`config.mk`:
```
export PLATFORM = sky130hd
export DESIGN_NAME = gc_refresh_arbiter_flat
export DESIGN_NICKNAME = d
export VERILOG_FILES = /design/src/rtl/gc_dram_pkg.sv /design/src/rtl/gc_refresh_arbiter_if.sv /design/src/rtl/gc_refresh_timer.sv /design/src/rtl/gc_refresh_arbiter.sv /design/src/flat_wrapper.sv
export SDC_FILE = /design/constraint.sdc
export NUM_CORES = 1
export LEC_CHECK = 0
export CORE_AREA = 2 2 121 123
export DETAILED_ROUTE_END_ITERATION = 7
export DIE_AREA = 0 0 123 125
export GPL_TIMING_DRIVEN = 0
export HOLD_SLACK_MARGIN = 0.15
export SLEW_MARGIN = 25
export SYNTH_ARGS = -nofsm -noshare
export SYNTH_HDL_FRONTEND = slang
export SYNTH_SLANG_ARGS = --single-unit
```
`constraint.sdc`:
```
create_clock -name clk -period 1.6 [get_ports clk]
set_input_delay 0.16 -clock clk [delete_from_list [all_inputs] [get_ports clk]]
set_output_delay 0.16 -clock clk [all_outputs]
set_load 0.005 [all_outputs]
```
`src/rtl/gc_dram_pkg.sv`:
```
// Shared definitions for the GC-DRAM bank controller front end.
//   ADDR_W / DATA_W : flat row address and data word widths
//   BANK_W / ROW_W  : split of the flat address into bank and row fields
//   ref_state_t     : refresh arbiter state encoding
package gc_dram_pkg;

  localparam int ADDR_W = 10;
  localparam int DATA_W = 64;
  localparam int BANK_W = 3;
  localparam int ROW_W  = 7;

  typedef enum logic [1:0] {
    IDLE,
    REF_RD,
    REF_WB
  } ref_state_t;

endpackage

```
`src/rtl/gc_refresh_arbiter_if.sv`:
```
// Host-side request/response bundle of the refresh arbiter.
//   host_we/host_waddr/host_wdata : write request, accepted when host_wready
//   host_re/host_raddr            : read request, accepted when host_rready
//   host_rvalid/host_rdata        : read response, one cycle after acceptance
// master = host, slave = arbiter.
interface gc_refresh_arbiter_if;
  import gc_dram_pkg::*;

  logic              host_we;
  logic [ADDR_W-1:0] host_waddr;
  logic [DATA_W-1:0] host_wdata;
  logic              host_wready;
  logic              host_re;
  logic [ADDR_W-1:0] host_raddr;
  logic              host_rready;
  logic              host_rvalid;
  logic [DATA_W-1:0] host_rdata;

  modport master (
    output host_we, host_waddr, host_wdata, host_re, host_raddr,
    input  host_wready, host_rready, host_rvalid, host_rdata
  );

  modport slave (
    input  host_we, host_waddr, host_wdata, host_re, host_raddr,
    output host_wready, host_rready, host_rvalid, host_rdata
  );

endinterface

```
`src/rtl/gc_refresh_timer.sv`:
```
// Refresh interval timer.
//   clk, rst : clock, synchronous active-high reset
//   en       : timer runs while high; held at its start value while low
//   clr      : restart the interval (a refresh has just been launched)
//   expire   : interval elapsed and timer enabled
// Implemented as a down-counter from INTERVAL-1 to a terminal count of zero,
// so cycles-remaining = INTERVAL-1 - (cycles counted since start).
module gc_refresh_timer #(
  parameter int INTERVAL = 16
) (
  input  logic clk,
  input  logic rst,
  input  logic en,
  input  logic clr,
  output logic expire
);

  localparam int                CNT_W  = $clog2(INTERVAL);
  localparam logic [CNT_W-1:0]  RELOAD = CNT_W'(INTERVAL - 1);

  logic [CNT_W-1:0] cnt_q;
  logic [CNT_W-1:0] cnt_d;

  always_comb begin
    cnt_d = cnt_q;
    if (!en || clr) begin
      cnt_d = RELOAD;
    end else if (cnt_q != '0) begin
      // Saturate at terminal count; the arbiter always launches there.
      cnt_d = cnt_q - 1'b1;
    end
  end

  always_ff @(posedge clk) begin
    if (rst) begin
      cnt_q <= RELOAD;
    end else begin
      cnt_q <= cnt_d;
    end
  end

  assign expire = en && (cnt_q == '0);

endmodule

```
`src/rtl/gc_refresh_arbiter.sv`:
```
// Refresh arbiter: merges host reads/writes with periodic row refresh
// (read a row, write the returned data back) in front of the bank controller.
//   clk, rst            : clock, synchronous active-high reset
//   refresh_en          : enables the refresh interval timer
//   host (slave)        : host request/response bundle
//   we/waddr/wdata      : controller write port
//   re/raddr            : controller read port
//   rd                  : controller read data for the previous cycle's read
//   refresh_busy        : a refresh owns the controller ports
//   sweep_done          : one-cycle pulse after the last row is written back
//
// state  | meaning
// IDLE   | host passes straight through to the controller
// REF_RD | refresh reads row ref_ptr; host fully stalled
// REF_WB | refresh writes rd back to ref_ptr; host reads still allowed
module gc_refresh_arbiter
  import gc_dram_pkg::*;
#(
  parameter int REFRESH_INTERVAL = 16
) (
  input  logic              clk,
  input  logic              rst,
  input  logic              refresh_en,
  gc_refresh_arbiter_if.slave host,
  output logic              we,
  output logic [ADDR_W-1:0] waddr,
  output logic [DATA_W-1:0] wdata,
  output logic              re,
  output logic [ADDR_W-1:0] raddr,
  input  logic [DATA_W-1:0] rd,
  output logic              refresh_busy,
  output logic              sweep_done
);

  ref_state_t        state_q;
  logic [ADDR_W-1:0] ref_ptr_q;
  logic              rvalid_q;
  logic              sweep_q;
  logic              tmr_expire;
  logic              tmr_clr;
  logic              wready;
  logic              rready;

  assign tmr_clr = (state_q == IDLE) && tmr_expire;

  gc_refresh_timer #(
    .INTERVAL (REFRESH_INTERVAL)
  ) u_timer (
    .clk    (clk),
    .rst    (rst),
    .en     (refresh_en),
    .clr    (tmr_clr),
    .expire (tmr_expire)
  );

  always_comb begin
    we     = host.host_we;
    waddr  = host.host_waddr;
    wdata  = host.host_wdata;
    re     = host.host_re;
    raddr  = host.host_raddr;
    wready = 1'b1;
    rready = 1'b1;
    case (state_q)
      REF_RD: begin
        re     = 1'b1;
        raddr  = ref_ptr_q;
        we     = 1'b0;
        wready = 1'b0;
        rready = 1'b0;
      end
      REF_WB: begin
        we     = 1'b1;
        waddr  = ref_ptr_q;
        wdata  = rd;
        wready = 1'b0;
      end
      default: ;
    endcase
    // Reset must silence the controller immediately, even mid-refresh.
    if (rst) begin
      we     = 1'b0;
      re     = 1'b0;
      wready = 1'b0;
      rready = 1'b0;
    end
  end

  always_ff @(posedge clk) begin
    if (rst) begin
      state_q   <= IDLE;
      ref_ptr_q <= '0;
      rvalid_q  <= 1'b0;
      sweep_q   <= 1'b0;
    end else begin
      rvalid_q <= host.host_re && rready;
      sweep_q  <= 1'b0;
      case (state_q)
        IDLE: begin
          if (tmr_clr) begin
            state_q <= REF_RD;
          end
        end
        REF_RD: begin
          state_q <= REF_WB;
        end
        REF_WB: begin
          state_q   <= IDLE;
          ref_ptr_q <= ref_ptr_q + 1'b1;
          sweep_q   <= (ref_ptr_q == '1);
        end
        default: begin
          state_q <= IDLE;
        end
      endcase
    end
  end

  assign host.host_wready = wready;
  assign host.host_rready = rready;
  assign host.host_rvalid = rvalid_q;
  assign host.host_rdata  = rd;
  assign refresh_busy     = !rst && (state_q != IDLE);
  assign sweep_done       = sweep_q;

endmodule
```
`src/flat_wrapper.sv`:
```
// flat-port wrapper written by rule: the top's interface ports become plain ports
module gc_refresh_arbiter_flat import gc_dram_pkg::*;
#(
  parameter int REFRESH_INTERVAL = 16
)
  (clk, rst, refresh_en, we, waddr, wdata, re, raddr, rd, refresh_busy, sweep_done, host_host_we, host_host_waddr, host_host_wdata, host_host_re, host_host_raddr, host_host_wready, host_host_rready, host_host_rvalid, host_host_rdata);
  gc_refresh_arbiter_if host_i ();
  input  logic clk;
  input  logic rst;
  input  logic refresh_en;
  output logic we;
  output logic [ADDR_W-1:0] waddr;
  output logic [DATA_W-1:0] wdata;
  output logic re;
  output logic [ADDR_W-1:0] raddr;
  input  logic [DATA_W-1:0] rd;
  output logic refresh_busy;
  output logic sweep_done;
  input wire logic [$bits(host_i.host_we)-1:0] host_host_we;
  input wire logic [$bits(host_i.host_waddr)-1:0] host_host_waddr;
  input wire logic [$bits(host_i.host_wdata)-1:0] host_host_wdata;
  input wire logic [$bits(host_i.host_re)-1:0] host_host_re;
  input wire logic [$bits(host_i.host_raddr)-1:0] host_host_raddr;
  output wire logic [$bits(host_i.host_wready)-1:0] host_host_wready;
  output wire logic [$bits(host_i.host_rready)-1:0] host_host_rready;
  output wire logic [$bits(host_i.host_rvalid)-1:0] host_host_rvalid;
  output wire logic [$bits(host_i.host_rdata)-1:0] host_host_rdata;
  assign host_i.host_we = host_host_we;
  assign host_i.host_waddr = host_host_waddr;
  assign host_i.host_wdata = host_host_wdata;
  assign host_i.host_re = host_host_re;
  assign host_i.host_raddr = host_host_raddr;
  assign host_host_wready = host_i.host_wready;
  assign host_host_rready = host_i.host_rready;
  assign host_host_rvalid = host_i.host_rvalid;
  assign host_host_rdata = host_i.host_rdata;
  gc_refresh_arbiter #(.REFRESH_INTERVAL(REFRESH_INTERVAL)) u_core (.clk(clk), .rst(rst), .refresh_en(refresh_en), .host(host_i), .we(we), .waddr(waddr), .wdata(wdata), .re(re), .raddr(raddr), .rd(rd), .refresh_busy(refresh_busy), .sweep_done(sweep_done));
endmodule
```
After elaboration in Yosys (flattened, before gate mapping). Cells that the tools add are included.

Register bits: 18. Latch bits: 0. RAM bits: 0. Memory bits (read-only): 0. Input bits: 153. Output and inout port bits: 155. Logic and storage cells: 39. Memories kept: 0.

Add/sub/neg operators: 2. Multiply operators: 0. Divide/modulo/power cells: 0. Magnitude comparators: 0. Equality and inequality tests: 4. Shifts and indexed selects: 0. Muxes and demuxes: 13. Bitwise operators: 1. Reduce and logical (&&, ||, !) cells: 14.

Operators with widths (count): $mux W64 (1); $mux W10 (2); $add A10 B1 Y10 const B (1); $eq A10 B10 Y1 const B (1); $mux W1 (7); $reduce_or A2 Y1 (3); $logic_and A1 B1 Y1 (4); $logic_not A4 Y1 (1); $pmux W2 S2 (1); $reduce_bool A4 Y1 (1); $sub A4 B1 Y4 const B (1); $eq A2 B1 Y1 const B (1); $eq A2 B2 Y1 const B (1); $logic_not A1 Y1 (2); $logic_not A2 Y1 (1); $mux W2 (1); $ne A2 B2 Y1 const B (1); $pmux W1 S2 (1); $reduce_bool A2 Y1 (1); $logic_or A1 B1 Y1 (1); $not A1 Y1 (1).

Depth between registers and ports, before layout.
Depth after elaboration: 5. Gate-level depth with buffers: 7.

Hierarchy. Synthesis repeated with hierarchy kept, for this count alone.

Cells, all modules: 254. Area, all modules: 2386.0 µm².

Modules (own cells, without submodules): gc_refresh_arbiter (times used 1, cells an instance 231, area each 2159.6 µm²); gc_refresh_timer (times used 1, cells an instance 23, area each 226.5 µm²).

Worst setup path before layout. No wires, ideal clock.

Path kind: register to output. From: reg u_core.state_q[0]. To: out wdata[47]. Data arrival time: 1.437 ns. Setup slack: 0.003 ns. Cell stages (with the launch flop): 7. Cell sequence: dfxtp_1 > inv_1 > ha_1 > buf_4 > buf_2 > buf_2 > mux2_2.

Longest elaborated chain between the ends: 2.

RTL lines: from (decl) (line gc_refresh_arbiter.sv:35) `ref_state_t state_q;`; from (signal assigned) (line gc_refresh_arbiter.sv:91) `state_q <= IDLE;`; from (signal assigned) (line gc_refresh_arbiter.sv:101) `state_q <= REF_RD;`; from (signal assigned) (line gc_refresh_arbiter.sv:105) `state_q <= REF_WB;`; $eq A2 B2 Y1 (line gc_refresh_arbiter.sv:64) `case (state_q)`; $mux W64 (line gc_refresh_arbiter.sv:64); to (decl) (line flat_wrapper.sv:13) `output logic [DATA_W-1:0] wdata;`.

Every way passes these cells.

Worst setup path after layout.
From: reg u_core.state_q[0]. To: out wdata[48].

Same word-level chain as after synthesis.

==> impl_metrics.json <==
{
  "path_common_cell": "buf_12",
  "core_area_um2": 14200,
  "setup_viol": 89,
  "max-vdd-ir-drop_v": 0.000233,
  "syn-cell-area_um2": 2370,
  "arrival_ns": 1.75,
  "die_w_um": 123,
  "combinationalPowerShare_pct": 51.6,
  "grt_pass1_vias": 3153,
  "finalCriticalPeriod_ns": 1.91,
  "areaGrowthSynthToFinish_pct": 171,
  "start_util_pct": 16.7,
  "netlist_top_cells_count": "86 x mux2_2, 66 x buf_4, 18 x dfxtp_1",
  "synth_cell_types": 31,
  "avgSynthCellArea_um2": 9.34,
  "viasPerCell": 3.95,
  "cp.required_ns": 1.44,
  "fin_area_um2": 6430,
  "status": "finished with violations",
  "worstSetupPathType": "register to output port",
  "die-area_um2": 15400,
  "grt_max_degree": 11,
  "rows": 44,
  "seqCellArea_um2": 368,
  "finalHoldViolCount": 0,
  "antenna_left": 0,
  "n_fill_cell": 1356,
  "grt_antenna_before_repair": 0,
  "fin_crit_sh_pct": 119,
  "route.detailed.drc": 0,
  "worst_setup_path_start_kind": "register",
  "p_sw_share_pct": 21.7,
  "path_max_fanout": 7,
  "finalMaxSlewViolations": 0,
  "relSlewSlack_pct": 75.8,
  "grt_setup_unrepaired": "yes",
  "setup_ws_ns": -0.310,
  "clk-insertion-delay-late_ns": 0.25,
  "power_w": 0.00209,
  "syn-num-nets": 413,
  "slowest_stage": "dfxtp_4",
  "drt_iter0_drc": 38,
  "cts_sinks": 18,
  "synth_top_area_share_pct": 40.8,
  "hold_path.class": "register to register",
  "async_flop_share_pct": 0,
  "nets": 769,
  "cts_root_buf": "clkbuf_16",
  "synth_most_common_cell": "mux2_2",
  "cts_buffers": 3,
  "cp_num_buf_inv": 6,
  "cts_tree": "built",
  "path_delay_family": "buffers and inverters",
  "p_seq_share_pct": 21.6,
  "grt_pass1_wl_um": 17700,
  "hold_buffers": 0,
  "drive_gt1_share_pct": 52.7,
  "wl_um": 12300,
  "grtUsageTotal_pct": 14.6,
  "num_vias": 3129,
  "yosysSeqAreaShare_pct": 15.2,
  "routabilityCongestion": 0.904,
  "worstSetupEndpointType": "output port",
  "internal-power_w": 0.00163,
  "synth_top_area_cell": "mux2_2",
  "skew_ns": 0.00163,
  "port_buffers": 307,
  "dr.pass1.iters": 4,
  "h-tree-depth": 1,
  "slowest_delay_ns": 0.35,
  "clockBufferDepth": 2,
  "leakagePower_nw": 2.76,
  "maxCapViolations": 0,
  "n_antenna_cell": 0,
  "synth_warnings": 0,
  "yosys-top-cells-area": "mux2_2 41%, buf_4 21%, dfxtp_1 15%, ha_1 3.2%, nor2_1 2.2%",
  "power_switching_w": 0.000452,
  "synth-edff-count": 0,
  "io_pins": 308,
  "clk_pin_slew_ns": 0.05,
  "synthFlopType": "dfxtp_1",
  "multi_input_area_um2": 1640,
  "fp.dieH_um": 125,
  "p_per_area_nw_per_um2": 324,
  "clockPowerShare_pct": 26.7,
  "violations": "setup timing",
  "post_drt_wl_per_cell_um": 15.5,
  "fmax_ghz": 0.524,
  "tightest_slew_ns": 0.363,
  "path_cells": "inv_4 > ha_4 > buf_12 > buf_12 > buf_12 > buf_16 > mux2_4 > buf_6",
  "dpl_cell_area_um2": 5680,
  "ys_seq_elements": 18,
  "dp_hpwl_um": 9650,
  "grt-ovfl-total": 0,
  "postSynthCellCount": 254
}
-- cells in the final DEF, fill, tap and decap left out, types with 2 or more instances in the layout --
master,Yosys,routed
dfxtp_4,0,2
buf_6,1,63
mux2i_1,5,5
nand3_1,2,2
nor2_1,14,12
clkbuf_2,0,7
o31ai_1,3,2
o21ai_0,2,2
buf_16,0,2
mux2_2,86,56
inv_1,5,3
ha_4,0,2
or4_4,0,2
nand2b_1,3,3
buf_4,66,82
a21oi_2,0,3
buf_12,0,10
clkbuf_16,0,3
buf_8,0,6
mux2_4,0,30
ha_1,6,3
nand2_1,7,6
a21oi_1,6,3
dfxtp_1,18,16
xor2_1,4,3
buf_2,8,39
clkdlybuf4s50_1,0,218
-- timing repair --
action / in CTS / in global routing
setup buffers: 35 / 11
cloned: 4 / 0
setup endpoints to repair: 89 / 94
pin swaps: 5 / 4
gates resized for setup: 444 / 64
-- metal layers --
metal	routed length, um	GRT usage (%)	up-vias
met5	0	0	-
met4	100	1.87	0
met3	820	2.05	9
met2	6570	28.1	118
met1	4770	17.1	1468
li1	-	-	1534
-- state kept, by name, indices dropped and copies added, names as in the netlist --
register	cells
u_core.ref_ptr_q	10
u_core.state_q	2
u_core.sweep_done	1
u_core.u_timer.cnt_q	4
u_core.host.host_rvalid	1
-- area by class of cell --
type	count	share of cell area, %
plain buffers	75	10.2
clock buffers	4	1.38
inverters	5	0.331
multi-input cells	155	25.5
flip-flops and latches	18	5.72
well taps	184	3.58
repair buffers	352	53.2
-- power groups by stage --
stage	registers (W)	logic [W]	clock network, W
5_1_grt	0.000451	0.00114	0.000587
3_5_place_dp	0.000464	0.00109	0
4_1_cts	0.000453	0.00105	0.000566
6_report	0.000451	0.00108	0.000557
2_1_floorplan	0.000464	0.000275	0
3_3_place_gp	0.000464	0.00108	0
-- logic make-up after synthesis --
kind of cell               after synthesis  share of synthesized area [%]
muxes                                   91                           42.9
buffers and inverters                   81                           24.0
and+or+nand+nor                         41                           9.92
DFF                                     18                           15.2
AOI/OAI and AO/OA                       12                           2.95
adders and majority gates                6                           3.16
xor gates and xnor gates                 5                           1.85
-- worst min-delay path: cells and delay by family (launching register included) --
kind          cells  cell delay [ns]
flops             1             0.34
simple gates      2             0.13
-- per-stage QoR --
| step | setup TNS, ns | std cells | setup slack [ns] | util (%) | hold slack, ns |
|---|---|---|---|---|---|
| after detailed placement | -39.31 | 745 | -0.794 | 40.0 | 0.497 |
| after global placement | -38.72 | 745 | -0.770 | 40.0 | 0.486 |
| after CTS | -17.37 | 786 | -0.320 | 43.9 | 0.504 |
| final | -17.16 | 793 | -0.310 | 45.3 | 0.517 |
| after global routing | -21.12 | 793 | -0.348 | 45.3 | 0.548 |
| after floorplan | 0 | 254 | 0.00308 | - | 0.282 |
-- final timing paths --
path                                    start                               end  slack (ns)  cells after the start
min reg2reg  u_core.ref_ptr_q[9]$_SDFFE_PP0P_      u_core.sweep_done$_SDFF_PP0_        0.52                      2
max            u_core.state_q[0]$_SDFFE_PP0P_                         wdata[48]       -0.31                      8
max reg2reg    u_core.state_q[0]$_SDFFE_PP0P_  u_core.ref_ptr_q[9]$_SDFFE_PP0P_       -0.18                      9
min          u_core.ref_ptr_q[9]$_SDFFE_PP0P_      u_core.sweep_done$_SDFF_PP0_        0.52                      2
No activity file was read; power rests on OpenSTA's default activity.
